## config.mk

```make
export PLATFORM = sky130hd
export DESIGN_NAME = cond_status_unit
export DESIGN_NICKNAME = d
export VERILOG_FILES = /design/src/rtl/cond_status_unit.sv
export SDC_FILE = /design/constraint.sdc
export NUM_CORES = 1
export LEC_CHECK = 0
export BUFFER_PORTS_ARGS = -buffer_cell sky130_fd_sc_hd__buf_4
export CORE_AREA = 8 8 45 47
export DETAILED_ROUTE_END_ITERATION = 6
export DIE_AREA = 0 0 53 55
export PLACE_DENSITY = 0.59
export RECOVER_POWER = 100
export SYNTH_ARGS = -nofsm -noshare
export SYNTH_HDL_FRONTEND = slang
export SYNTH_SLANG_ARGS = --single-unit
```

## constraint.sdc

```tcl
create_clock -name clk -period 1.6 [get_ports clk]
set_input_delay 0.16 -clock clk [delete_from_list [all_inputs] [get_ports clk]]
set_output_delay 0.16 -clock clk [all_outputs]
set_load 0.01 [all_outputs]
```

## src/rtl/cond_status_unit.sv

```systemverilog
// NZCV status register with zero-bubble flag forwarding and ARM condition evaluation.
// The verdict for the ID instruction is registered into the ID/EX boundary.
module cond_status_unit #(
  parameter int FLAG_W = 4
) (
  input  logic              clk,
  input  logic              reset_n,
  input  logic [FLAG_W-1:0] flags_in,
  input  logic              s_in,
  input  logic              ex_valid_in,
  input  logic [3:0]        cond_in,
  input  logic              id_valid_in,
  input  logic              stall_in,
  input  logic              flush_in,
  output logic              cond_pass_out,
  output logic              cond_valid_out,
  output logic [FLAG_W-1:0] flags_out,
  output logic              carry_out
);

  // Flag bit order: [3]=V, [2]=C, [1]=Z, [0]=N
  function automatic logic cond_decode(input logic [3:0] cond, input logic [3:0] f);
    logic n, z, c, v;
    n = f[0];
    z = f[1];
    c = f[2];
    v = f[3];
    case (cond)
      4'b0000: cond_decode = z;
      4'b0001: cond_decode = ~z;
      4'b0010: cond_decode = c;
      4'b0011: cond_decode = ~c;
      4'b0100: cond_decode = n;
      4'b0101: cond_decode = ~n;
      4'b0110: cond_decode = v;
      4'b0111: cond_decode = ~v;
      4'b1000: cond_decode = c & ~z;
      4'b1001: cond_decode = ~c | z;
      4'b1010: cond_decode = (n == v);
      4'b1011: cond_decode = (n != v);
      4'b1100: cond_decode = ~z & (n == v);
      4'b1101: cond_decode = z | (n != v);
      4'b1110: cond_decode = 1'b1;
      4'b1111: cond_decode = 1'b0;
      default: cond_decode = 1'b0;
    endcase
  endfunction

  logic [FLAG_W-1:0] nzcv_d, nzcv_q;
  logic [FLAG_W-1:0] eff_s;
  logic              flag_wr_s;
  logic              cond_pass_d, cond_pass_q;
  logic              cond_valid_d, cond_valid_q;

  assign flag_wr_s = ex_valid_in & s_in;

  // Status register next value and forwarded flags seen by ID
  always_comb begin
    nzcv_d = nzcv_q;
    eff_s  = nzcv_q;
    if (flag_wr_s) begin
      nzcv_d = flags_in;
      eff_s  = flags_in;
    end else begin
      nzcv_d = nzcv_q;
      eff_s  = nzcv_q;
    end
  end

  // ID/EX verdict: flush beats stall; pass is always qualified by valid
  always_comb begin
    cond_pass_d  = cond_pass_q;
    cond_valid_d = cond_valid_q;
    if (flush_in) begin
      cond_pass_d  = 1'b0;
      cond_valid_d = 1'b0;
    end else if (stall_in) begin
      cond_pass_d  = cond_pass_q;
      cond_valid_d = cond_valid_q;
    end else begin
      cond_valid_d = id_valid_in;
      cond_pass_d  = id_valid_in & cond_decode(cond_in, eff_s);
    end
  end

  // State registers
  always_ff @(posedge clk or negedge reset_n) begin
    if (!reset_n) begin
      nzcv_q       <= {FLAG_W{1'b0}};
      cond_pass_q  <= 1'b0;
      cond_valid_q <= 1'b0;
    end else begin
      nzcv_q       <= nzcv_d;
      cond_pass_q  <= cond_pass_d;
      cond_valid_q <= cond_valid_d;
    end
  end

  assign flags_out      = nzcv_q;
  assign carry_out      = nzcv_q[2];
  assign cond_pass_out  = cond_pass_q;
  assign cond_valid_out = cond_valid_q;

endmodule

```

==> metrics.md <==
| Metric | Value |
|---|---|
| Status | finished with violations |
| Failing checks | setup timing |
| Reg clk slew, reported paths | 50 ps |
| Num CTS Buffers | 3 |
| Die area | 2920 µm² |
| Met1 Resource Use GR | under 10% |
| Max Slew Vio Count | 0 |
| Initial DRC Count | 9 |
| Final setup fails | 1 |
| Root Buffer | clkbuf_4 |
| Reg2Reg Launch Point | flags_out[0] |
| DRC viols | 0 |
| ANT cells | 0 |
| Net Sw Frac | 29.4% |
| Static leakage | 0.332 nW |
| All-Layer GR Usage | approximately 8.2% |
| Initial antenna violation count | 0 |
| Area growth from synthesis to layout | 58.1% |
| Hold Path Origin | flush_in |
| Cell depth of the worst flop-to-flop path | 5 |
| Detail Route Antenna Nets | 0 |
| VDD IR max | about 400 µV |
| Clk pwr share | 26.4% |
| Drt first pass iters | 4 |
| R2r setup slk | -60 ps |
| Die height | 55 µm |
| CP Launch Type | register |
| Row count | 14 |
| Commonest non-fill, non-tap cell in the layout | buf_4 |
| Crit share post-route | 103% |
| Leading cell types by total area after synthesis | dfrtp_1 35%, mux2i_1 7.0%, xor2_1 6.1%, mux2_2 5.2%, mux4_2 5.2% |
| Clk sinks | 6 |
| Internal Power | 0.000369 W |
| Pre-CTS setup slack | -84.6 ps |
| Most frequent cells in the layout | 24 x buf_4, 7 x clkbuf_1, 6 x dfrtp_1 |
| Via density | approximately 5 |
| Max-cap violations | 0 |
| Final hold vios | 0 |
| Sequential area share after synthesis | 34.9% |
| Fmax | 604 MHz |
| DP HPWL | a little over 1 mm |
| Synthesized area | 430 µm² |
| Final setup margin | -56.0 ps |
| Hold endpoint | cond_valid_out |
| Yosys cell types | 26 |
| Worst setup path class | reg -> reg |
| Synth top area share | 34.9% |
| Layout cells sized above 1 | 41.6% |
| Largest net degree at the start of global routing | 9 |
| Critical R2R Capture | cond_pass_out |
| CTS Buffer Depth | 2 |
| Flop pwr share | 34.2% |
| Worst slew pin tran | 352 ps |
| Initial Utilization | 31.1% |
| Ports | 22 |
| Die Wd | 53 µm |
| Mapped Nets | between 50 and 60 |
| CP required | 1710 ps |
| Logic gate share of total power | 39.4% |
| Hold Path Class | in -> reg |
| YS warnings | 0 |
| Power Density | roughly 770 nW/µm² |
| Layout Skew | 3.02 ps |
| TritonCTS clock tree | yes |
| Vias in the first global route | 431 |
| Syn_area_per_cell | between 9 and 10 µm² |
| Wire per inst | between 10 and 15 µm |
| Placed cell count | 89 |
| Final Wtd Congestion | 0.768 |
| PortBufs | 21 |
| CP arrival | 1770 ps |
| Core area | 1380 µm² |
| RSZ-0062 raised after global routing | true |
| Fillcell total | between 100 and 150 |
| Postcts setup bufs | 0 |
| Worst skew pair latency | 240 ps |
| GR Util met2 | 12.5% |
| Hold Path Cell Cnt | 2 |
| First-pass GRT wire length | between 1.5 and 2 mm |
| #FFs+latches synth | 6 |
| Post-Synthesis Cells | 44 |
| Worst setup EP type | register |
| H-tree depth | 1 |
| Dominant cell type by area after synthesis | dfrtp_1 |
| Routed vias | about 460 |
| GR met3 Demand/Resource | 3.21% |
| Net count reported at finish | between 90 and 100 |
| Gr busiest metal | met2 |
| Relative slew margins | 76.5% |
| Non-Filler Instances | 93 |
| Maximum fanout along the worst path | 2 |
| Tmin final | 1660 ps |
| Congestion Overflow GR | 0 |
| Net Sw Power | 0.000153 W |
| Final WL | 1.22 mm |
how the worst max path moves through the flow:
stage | startpoint | to | depth (start not counted)
detailed placement | flags_out[3] | cond_pass_out | 7
finish | flags_out[0] | cond_pass_out | 5
CTS | flags_out[3] | cond_pass_out | 7
floorplan | flags_out[0] | cond_pass_out | 5
global placement | flags_out[3] | cond_pass_out | 7
global route | flags_out[3] | cond_pass_out | 7
metal layers:
layer  up-vias  wire length, µm
met3         2              107
met2        13              524
met4         0                6
met1       214              580
li1        229                -
met5         -                0
Yosys cell counts:
master and n:
a32o_1 1, nor2b_1 1, a21oi_1 1, a311o_1 1, a221o_1 1, a21o_1 1, buf_4 1, buf_2 1
o21ai_0 1, nor2_1 2, mux4_2 1, and2b_2 1, dfrtp_1 6, and3_1 1, mux2_2 2, xnor2_1 1
nand2_1 5, o41ai_1 1, a311oi_1 1, o22ai_1 2, mux2i_1 3, nand2b_1 1, xor2_1 3, nand3b_1 1
inv_1 3, o211ai_1 1
sequential cells by signal, summed over array words and instances (netlist names):
register,count
cond_pass_out,1
flags_out,4
cond_valid_out,1
critical path, stage by stage, from the launching register on:
cell and delay (ps):
dfrtp_1 360, mux4_2 470, xor2_1 150, a32o_1 250
a311oi_1 200, o22ai_1 100
cells by family after synthesis:
group / Yosys count / share of synthesized area [%]
buffers and inverters: 5 / 5.52
xor gates and xnor gates: 4 / 8.14
DFF: 6 / 34.9
AOI/OAI and AO/OA: 11 / 19.8
and+or+nand+nor: 12 / 14.2
muxes: 6 / 17.4
area by class of cell:
class                           count  area, µm²  share of cell area [%]
Multi-Input combinational cell     33        260                    38.2
Sequential cell                     6        150                    22.1
Clock buffer                        3       22.5                    3.31
Timing Repair Buffer               32        216                    31.8
Inverter                            3       11.3                    1.65
Tap cell                           16       20.0                    2.94
power by group through the flow:
| stage | Combinational (W) | Sequential (W) | Clock, W |
|---|---|---|---|
| after floorplan | 0.0000899 | 0.000193 | 0 |
| after global placement | 0.000214 | 0.000181 | 0 |
| after detailed placement | 0.000214 | 0.000182 | 0 |
| after CTS | 0.000217 | 0.000179 | 0.000146 |
| after global routing | 0.000226 | 0.000181 | 0.000158 |
| final | 0.000206 | 0.000179 | 0.000138 |
per-stage QoR:
step | cell area, µm² | total power [W] | hold WS (ps) | TNS, ps | util, %
4_1_cts | 703 | 0.000543 | 81.1 | -69.6 | 50.8
2_1_floorplan | 430 | 0.000283 | -136 | -89.9 | -
3_3_place_gp | 671 | 0.000395 | -26.8 | -84.0 | 48.5
3_5_place_dp | 671 | 0.000396 | -25.4 | -84.6 | 48.5
5_1_grt | 681 | 0.000564 | 94.0 | -166 | 49.2
6_report | 681 | 0.000522 | 87.6 | -56.0 | 49.2
repair_timing:
action / 4_1_cts / 5_1_grt
pin swaps: 2 / 0
setup endpoints to repair: 1 / 1
gates resized for setup: 0 / 1
endpoints found under the hold margin: 6 / 0
hold buffers: 1 / 0
Power figures use the tool's default switching activity.
